File: config.mk
export PLATFORM = sky130hd
export DESIGN_NAME = mcu_int_ctrl
export DESIGN_NICKNAME = d
export VERILOG_FILES = /design/src/rtl/mcu_pkg.sv /design/src/rtl/mcu_irq_sync.sv /design/src/rtl/mcu_int_ctrl.sv
export SDC_FILE = /design/constraint.sdc
export NUM_CORES = 1
export LEC_CHECK = 0
export ABC_AREA = 1
export CAP_MARGIN = 20
export CELL_PAD_IN_SITES_DETAIL_PLACEMENT = 1
export CELL_PAD_IN_SITES_GLOBAL_PLACEMENT = 1
export CORE_UTILIZATION = 35
export CTS_BUF_LIST = sky130_fd_sc_hd__clkbuf_8 sky130_fd_sc_hd__clkbuf_16
export DETAILED_ROUTE_END_ITERATION = 8
export MAX_ROUTING_LAYER = met4
export PLACE_DENSITY = 0.77
export SLEW_MARGIN = 20
export SYNTH_ARGS = -nofsm -noshare
export SYNTH_HDL_FRONTEND = slang
export SYNTH_SLANG_ARGS = --single-unit
File: constraint.sdc
create_clock -name clk -period 2.3 [get_ports clk]
set_clock_uncertainty 0.1 [all_clocks]
set_input_delay 0.46 -clock clk [delete_from_list [all_inputs] [get_ports clk]]
set_output_delay 0.46 -clock clk [all_outputs]
set_load 0.02 [all_outputs]
File: src/rtl/mcu_pkg.sv
// Shared constants for the MCU interrupt controller: config addresses, GIE bit, FSM encoding.
package mcu_pkg;

  localparam logic [1:0] CFG_CTRL = 2'd0;
  localparam logic [1:0] CFG_MASK = 2'd1;
  localparam logic [1:0] CFG_PEND = 2'd2;
  localparam logic [1:0] CFG_EDGE = 2'd3;

  localparam int GIE_BIT = 15;

  typedef enum logic [1:0] {
    ST_IDLE = 2'd0,
    ST_REQ  = 2'd1,
    ST_SVC  = 2'd2
  } int_state_t;

  // ROM entry address; wraps modulo 256 like the core's 8-bit ROM pointer.
  function automatic logic [7:0] vec_addr(input logic [7:0] base, input logic [7:0] stride,
                                          input logic [7:0] idx);
    return base + idx * stride;
  endfunction

endpackage

File: src/rtl/mcu_irq_sync.sv
// Two-flop synchroniser for one raw interrupt line plus a rising-edge detector on the synced level.
module mcu_irq_sync (
  input  logic clk,
  input  logic rst,
  input  logic irq_raw,
  output logic level,
  output logic rise
);

  logic s1, s2, s3;

  always_ff @(posedge clk or posedge rst) begin
    if (rst) begin
      s1 <= 1'b0;
      s2 <= 1'b0;
      s3 <= 1'b0;
    end else begin
      s1 <= irq_raw;
      s2 <= s1;
      s3 <= s2;
    end
  end

  assign level = s2;
  assign rise  = s2 & ~s3;

endmodule

File: src/rtl/mcu_int_ctrl.sv
// Prioritised vectored interrupt controller for the 16-bit MCU core.
// Optional macro INT_NESTING_EN allows higher-priority sources to pre-empt an in-service one.
//
// state | meaning
// IDLE  | nothing requested, nothing in service
// REQ   | int_req high, int_vec tracks current winner until int_ack
// SVC   | at least one source in service, waiting for int_ret
module mcu_int_ctrl
  import mcu_pkg::*;
#(
  parameter int          NUM_SRC    = 4,
  parameter logic [7:0]  VEC_BASE   = 8'd19,
  parameter logic [7:0]  VEC_STRIDE = 8'd15
) (
  input  logic               clk,
  input  logic               rst,
  input  logic [NUM_SRC-1:0] irq_src,
  input  logic               cfg_we,
  input  logic               cfg_re,
  input  logic [1:0]         cfg_addr,
  input  logic [15:0]        cfg_wdata,
  output logic [15:0]        cfg_rdata,
  output logic               int_req,
  output logic [7:0]         int_vec,
  input  logic               int_ack,
  input  logic               int_ret,
  output logic [NUM_SRC-1:0] in_service
);

  localparam int IW = (NUM_SRC > 1) ? $clog2(NUM_SRC) : 1;

  logic [NUM_SRC-1:0] lvl, rise;
  logic               gie;
  logic [NUM_SRC-1:0] mask, edge_en, pend_q, pend, elig, cand;
  logic [NUM_SRC-1:0] above, ret_hot, w1c, ack_clr, pend_nxt;
  logic [IW-1:0]      win, win_q;
  logic               any;
  int_state_t         state;
  logic               unused_wdata;

  assign unused_wdata = ^cfg_wdata;

  for (genvar g = 0; g < NUM_SRC; g++) begin : g_sync
    mcu_irq_sync u_sync (
      .clk     (clk),
      .rst     (rst),
      .irq_raw (irq_src[g]),
      .level   (lvl[g]),
      .rise    (rise[g])
    );
  end

  assign pend = (pend_q & edge_en) | (lvl & ~edge_en);
  assign elig = gie ? (pend & mask) : '0;

  // above: sources strictly higher priority than every in-service one; ret_hot: top in-service bit
  always_comb begin
    logic blocked;
    blocked = 1'b0;
    above   = '0;
    ret_hot = '0;
    for (int i = 0; i < NUM_SRC; i++) begin
      above[i]   = ~(blocked | in_service[i]);
      ret_hot[i] = in_service[i] & ~blocked;
      blocked    = blocked | in_service[i];
    end
  end

`ifdef INT_NESTING_EN
  assign cand = elig & above;
`else
  assign cand = (|in_service) ? '0 : elig;
`endif

  always_comb begin
    win = '0;
    for (int i = NUM_SRC - 1; i >= 0; i--) begin
      if (cand[i]) win = IW'(i);
    end
  end
  assign any = |cand;

  assign ack_clr  = (state == ST_REQ && int_ack) ? (NUM_SRC'(1) << win_q) : '0;
  assign w1c      = (cfg_we && cfg_addr == CFG_PEND) ? cfg_wdata[NUM_SRC-1:0] : '0;
  // a new edge beats a same-cycle clear from either W1C or ack
  assign pend_nxt = (rise & edge_en) | (pend_q & edge_en & ~w1c & ~ack_clr);

  always_ff @(posedge clk or posedge rst) begin
    if (rst) begin
      gie       <= 1'b0;
      mask      <= '0;
      edge_en   <= '0;
      pend_q    <= '0;
      cfg_rdata <= '0;
    end else begin
      pend_q <= pend_nxt;
      if (cfg_we) begin
        case (cfg_addr)
          CFG_CTRL: gie     <= cfg_wdata[GIE_BIT];
          CFG_MASK: mask    <= cfg_wdata[NUM_SRC-1:0];
          CFG_EDGE: edge_en <= cfg_wdata[NUM_SRC-1:0];
          default:  ;
        endcase
      end
      if (cfg_re) begin
        case (cfg_addr)
          CFG_CTRL: cfg_rdata <= 16'(gie) << GIE_BIT;
          CFG_MASK: cfg_rdata <= 16'(mask);
          CFG_PEND: cfg_rdata <= 16'(pend);
          default:  cfg_rdata <= 16'(edge_en);
        endcase
      end
    end
  end

  always_ff @(posedge clk or posedge rst) begin
    if (rst) begin
      state      <= ST_IDLE;
      int_req    <= 1'b0;
      int_vec    <= '0;
      win_q      <= '0;
      in_service <= '0;
    end else begin
      case (state)
        ST_IDLE: begin
          if (any) begin
            state   <= ST_REQ;
            int_req <= 1'b1;
            win_q   <= win;
            int_vec <= vec_addr(VEC_BASE, VEC_STRIDE, 8'(win));
          end
        end
        ST_REQ: begin
          if (int_ack) begin
            in_service <= in_service | ack_clr;
            int_req    <= 1'b0;
            state      <= ST_SVC;
          end else if (!any) begin
            int_req <= 1'b0;
            state   <= (|in_service) ? ST_SVC : ST_IDLE;
          end else begin
            win_q   <= win;
            int_vec <= vec_addr(VEC_BASE, VEC_STRIDE, 8'(win));
          end
        end
        ST_SVC: begin
          if (int_ret) begin
            in_service <= in_service & ~ret_hot;
            if ((in_service & ~ret_hot) == '0) state <= ST_IDLE;
          end else if (any) begin
            state   <= ST_REQ;
            int_req <= 1'b1;
            win_q   <= win;
            int_vec <= vec_addr(VEC_BASE, VEC_STRIDE, 8'(win));
          end
        end
        default: state <= ST_IDLE;
      endcase
    end
  end

endmodule

* Yosys cells after proc, flatten, opt, wreduce, memory -nomap -nowiden
Cells that the tools add are included.
Widths: inputs -> output; s select.
** Word-level totals
- Flip-flop bits (word level) :: 58
- Bits in latches :: 0
- RAM bits :: 0
- ROM bits :: 0
- Bits of input ports :: 28
- Output and inout port bits :: 29
- Logic and storage cells :: 114
- Memories :: 0
** Operators by class
- Add/sub/neg operators :: 1
- Multiply operators :: 1
- Divide/modulo/power cells :: 0
- Magnitude comparators :: 0
- Equality and inequality tests :: 11
- Shift operators :: 1
- Mux-type cells :: 32
- Bitwise operators :: 30
- Reduce and logical (&&, ||, !) cells :: 16
** Operators with widths (number)
- $pmux 16 s3 :: 1
- $and 4x4->4 :: 7
- $mux 2 :: 13
- $mux 4 :: 6
- $mux 8 :: 3
- $pmux 8 s3 :: 1
- $not 4->4 :: 4
- $or 4x4->4 :: 3
- $pmux 2 s3 :: 2
- $reduce_and 3->1 :: 3
- $ne 2x2->1 const B :: 4
- $pmux 4 s2 :: 1
- $reduce_and 2->1 :: 4
- $reduce_or 4->1 :: 2
- $add 5x6->7 const A :: 1
- $and 1x1->1 :: 7
- $not 1->1 :: 7
- $eq 2x2->1 const B :: 3
- $mul 2x4->6 const B :: 1
- $ne 3x3->1 const B :: 2
- $eq 2x1->1 const B :: 2
- $logic_not 2->1 :: 2
- $logic_not 4->1 :: 1
- $mux 1 :: 4
- 6 further kinds :: 8

* Depth between registers and ports, before layout
- Word-level depth :: 15
- Depth in mapped cells :: 12
- Mapped depth without buffers :: 12

* Hierarchy
A second synthesis with hierarchy kept.
** Second synthesis, totals
- Cell total of the unflattened synthesis :: 250
- Area, all modules :: 2178.3 um^2
** Modules (own cells, without submodules)
- mcu_int_ctrl :: times used 1, cells each 226, area an instance 1823.0 um^2, seq. area each 800.8 um^2
- mcu_irq_sync :: times used 4, cells each 6, area an instance 88.8 um^2, seq. area each 75.1 um^2

* Worst setup path before layout
Ideal clock, no wire load.
- Path kind :: register to register
- From :: reg in_service[1]
- To :: reg int_vec[4]
- Setup time :: 0.118 ns
- Arrival :: 1.661 ns
- Required time :: 2.082 ns
- Setup slack :: 0.422 ns
- Cell stages (with the launch flop) :: 11
- Path buffers :: 0
- Clock period less this slack :: 1.878 ns
- Path through :: dfrtp_1 -> inv_2 -> nand2_4 -> nor2_8 -> nand2_1 -> nor2_4 -> inv_1 -> ha_1 -> or2_2 -> nand4_1 -> nand2_1
** On the way
- Word-level cells in the longest chain between the ends :: 11
- Elaborated cells on any way between the ends :: 13
- Classes of those cells :: 1 x add/sub; 1 x mul; 9 x mux; 2 x reduce/logical
** RTL lines
- start: declaration :: line mcu_int_ctrl.sv:27 : output logic [NUM_SRC-1:0] in_service
- start signal: assignment :: line mcu_int_ctrl.sv:135 : in_service <= in_service | ack_clr;
- start signal: assignment :: line mcu_int_ctrl.sv:148 : in_service <= in_service & ~ret_hot;
- $reduce_or 4->1 * :: line mcu_int_ctrl.sv:72 : assign cand = (|in_service) ? '0 : elig;
- $mux 4 * :: line mcu_int_ctrl.sv:72
- $mux 2 (3 in series) :: line mcu_int_ctrl.sv:78 : if (cand[i]) win = IW'(i);
- $mux 2 * :: line mcu_int_ctrl.sv:78
- net win[1] :: line mcu_int_ctrl.sv:36 : logic [IW-1:0] win, win_q;
- $mul 2x4->6 * :: line mcu_pkg.sv:20 : return base + idx * stride;
- $add 5x6->7 * :: line mcu_pkg.sv:20
- $mux 8 * :: line mcu_int_ctrl.sv:126, mcu_int_ctrl.sv:138, mcu_int_ctrl.sv:150
- $mux 8 (on tied branches) :: line mcu_int_ctrl.sv:147, mcu_int_ctrl.sv:134
- $pmux 8 s3 * :: line mcu_int_ctrl.sv:124 : case (state)
- end signal: assignment :: line mcu_int_ctrl.sv:130 : int_vec <= vec_addr(VEC_BASE, VEC_STRIDE, 8'(win));
- end signal: assignment :: line mcu_int_ctrl.sv:143 : int_vec <= vec_addr(VEC_BASE, VEC_STRIDE, 8'(win));
- end signal: assignment :: line mcu_int_ctrl.sv:154 : int_vec <= vec_addr(VEC_BASE, VEC_STRIDE, 8'(win));
- end: declaration :: line mcu_int_ctrl.sv:24 : output logic [7:0] int_vec,
The timed path passes the listed nets; every way through them passes the cells marked *. The select of a mux whose other input is x is not followed.
A chain may end at the register's enable or synchronous reset.

* Final worst setup path
- From :: reg edge_en[2]
- To :: reg int_vec[4]
** On the way
- Word-level cells in the longest chain between the ends :: 14
- Elaborated cells on any way between the ends :: 17
- Classes of those cells :: 1 x add/sub; 1 x mul; 9 x mux; 5 x bitwise; 1 x reduce/logical
** RTL lines
- start: declaration :: line mcu_int_ctrl.sv:34 : logic [NUM_SRC-1:0] mask, edge_en, pend_q, pend, elig, cand;
- start signal: assignment :: line mcu_int_ctrl.sv:101 : CFG_EDGE: edge_en <= cfg_wdata[NUM_SRC-1:0];
- $not 4->4 :: line mcu_int_ctrl.sv:53 : assign pend = (pend_q & edge_en) | (lvl & ~edge_en);
- $and 4x4->4 :: line mcu_int_ctrl.sv:53
- $or 4x4->4 * :: line mcu_int_ctrl.sv:53
- $and 4x4->4 * :: line mcu_int_ctrl.sv:54 : assign elig = gie ? (pend & mask) : '0;
- $mux 4 * :: line mcu_int_ctrl.sv:54
- $mux 4 * :: line mcu_int_ctrl.sv:72
- $mux 2 * (3 in series) :: line mcu_int_ctrl.sv:78
- net win[1] :: line mcu_int_ctrl.sv:36
- $mul 2x4->6 * :: line mcu_pkg.sv:20
- $add 5x6->7 * :: line mcu_pkg.sv:20
- $mux 8 * :: line mcu_int_ctrl.sv:126, mcu_int_ctrl.sv:138, mcu_int_ctrl.sv:150
- $mux 8 (on tied branches) :: line mcu_int_ctrl.sv:147, mcu_int_ctrl.sv:134
- $pmux 8 s3 * :: line mcu_int_ctrl.sv:124
Marks and branches as above.

==> impl_metrics.ini <==
[floorplanning]
dieWidth_microns = 80.1
ios = 57
row_count = 28
core_sq_um = 5890
die-area_sq_um = 6420
die_y_microns = 80.1
start_util_pct = 36.3

[cells_and_area]
layout_common_cells = 74 x nand2_1, 44 x dfrtp_1, 31 x clkdlybuf4s50_1
final_common_cell = nand2_1
post-route-util_pct = 44.8
area_delta_synth_final_pct = 23.4
nFillCells = 728
antenna_cells = 0
drive_above_1_share_pct = 9.97
fin_nets = 321
fin_cells = 366

[route]
wl_microns = 4720
num_vias = 1710
first_pass_iters = 4
drt-initial-drc-count = 74
drc = 0
viasPerCell = 4.67
ant_nets = 0
detail_route.wl_per_cell_microns = 12.9

[power]
leakagePower_uw = 0.00131
power.density_nw_per_um2 = 652
p_comb_share_pct = 12.4
clkPwrFrac_pct = 37.2
power_frac_seq_pct = 50.4
fin_total_pwr_uw = 1720
p_int_uw = 1270
power_switching_uw = 451
max-vdd-ir-drop_uv = 282
swShare_pct = 26.3

[yosys]
avgSynthCellArea_sq_um = 8.58
yosysWarnings = 0
yosysTopAreaCell = dfrtp_1
netlist.area_leader.share_pct = 51.6
ys_types = 28
synth_top_family_by_area = simple AND/OR/NAND/NOR gates
ys_seq_elements = 44
synth_fa_ha_area_share_pct = 1.76
synth-compound-area-share_pct = 9.20
ys_seq_area_share_pct = 51.6
yosys.area_share.simple_pct = 26.6
synth-xor-area-share_pct = 0
synth.area.top_cells = dfrtp_1 52%, nand2_1 13%, inv_1 5.3%
synthCells = 249
synthMuxAreaShare_pct = 0
synth_area_sq_um = 2140

[cts]
h-tree-depth = 2
cts_setup_buffers = 0
clock-root-buffer = clkbuf_8
hold_buffers = 0
cts_sinks = 44
cts_tree = built
cts_resized = 0
cts_made_buffers = 5
clk_latency_ns = 0.31
cts.path.max_buffers = 2
clk_pin_slew_ns = 0.09

[place]
pre_cts_ws_ns = 0.308
hpwl_microns = 3550
dpl.cell_count = 358
place.gp.congestion = 0.771
port_buffers = 31

[worst_setup_path]
required_ns = 2.39
arrival_ns = 2.13
crit_fanout = 4
end_kind = register
startpoint_type = register
crit_type = reg2reg
rrSetupSlack_ns = 0.26

[sta]
fin_setup_tns_ns = 0
fin_crit_ns = 2.04
slew-limit-headroom_pct = 63.6
finalCritPeriodShare_pct = 88.9
finalHoldViolCount = 0
setup_viol = 0
timing.fmax_mhz = 489
report.final.slew_viol_count = 0
tightest_slew_ns = 0.546
finalWorstSetupSlack_ns = 0.256
grt_setup_unrepaired = false

[global_route]
overflow = 0
grt_antenna_before_repair = 0
grt_usage_pct = 17.2
grt_pass1_wl_microns = 8250
grt_max_degree = 45
grt_pass1_vias = 1721

[outcome]
status = completed

[min_path]
holdCritPathClass = reg2reg

[job]
cap_violations = 0
-- kinds of logic after synthesis --
logic type / count (synthesis)
other cells: 1
flops: 44
compound gates: 32
buf+inv: 47
fa+ha+maj: 3
simple gates: 122
-- final timing paths --
| kind | start | end | cells after the start |
|---|---|---|---|
| min in group asynchronous | rst | mask[0] | 3 |
| hold / removal | g_sync[2].u_sync.s1 | g_sync[2].u_sync.level | 0 |
| setup reg to reg | edge_en[2] | int_vec[4] | 12 |
| max in group asynchronous | rst | win_q[1] | 3 |
| hold reg to reg | g_sync[2].u_sync.s1 | g_sync[2].u_sync.level | 0 |
| setup / recovery | edge_en[2] | int_vec[4] | 12 |
-- power groups by stage --
stage	Clock, uW	Combinational [uW]	Sequential [uW]
final	638	213	866
after global routing	679	242	873
after CTS	657	217	867
after detailed placement	0	215	883
after global placement	0	210	880
after floorplan	0	134	887
-- cell type report --
cell class                 count  area [sq um]  share of cell area, %
multi-input combinational    171           855                   32.4
sequential                    44          1100                   41.8
tap                           75          93.8                   3.56
clock inverter                 2          38.8                   1.47
clock buffer                   6          82.6                   3.13
timing repair buffer          35           340                   12.9
inverter                      33           124                   4.70
-- registers in the layout, indices dropped and copies added, names as in the netlist --
name	cells
edge_en	4
win_q	2
cfg_rdata	5
int_req	1
g_sync.u_sync.s1	4
g_sync.u_sync.s3	4
g_sync.u_sync.level	4
int_vec	5
pend_q	4
gie	1
state	2
in_service	4
mask	4
-- stage by stage --
stage | hold slack [ns] | cell area [sq um]
global placement | 0.232 | 2510
CTS | 0.258 | 2640
floorplan | 0.231 | 2180
global route | 0.262 | 2640
finish | 0.254 | 2640
detailed placement | 0.236 | 2510
-- synthesized netlist by cell type (all sizes together) --
| cell type | instances |
|---|---|
| o31ai | 4 |
| o2111ai | 1 |
| a211oi | 1 |
| o21ai | 16 |
| nor2 | 22 |
| a221oi | 3 |
| nand3 | 13 |
| ha | 3 |
| a21oi | 5 |
| a31oi | 1 |
| nand2 | 78 |
| dfrtp | 44 |
| a41oi | 1 |
| nor3 | 4 |
| nand4 | 4 |
| conb | 1 |
| inv | 33 |
| buf | 14 |
| or2 | 1 |
-- per-layer routing --
metal  GRT usage (%)  part of all wire (%)  vias up
li1                -                     -      852
met1            22.7                    46      816
met2            27.1                    49       35
met3            2.16                   3.7        7
met4            6.43                   1.8        0
met5               -                     0        -
-- worst max-delay path: stages (launching register included) --
cell and delay (ns):
dfrtp_1 0.40, inv_1 0.11, nand2_1 0.07, nand2_1 0.10, nand2_1 0.08, nand2_1 0.07
nand2_1 0.12, nor2_4 0.15, inv_1 0.08, ha_1 0.18, or2_2 0.30, nand4_1 0.09
nand2_1 0.06
No activity file was read; power rests on OpenSTA's default activity.
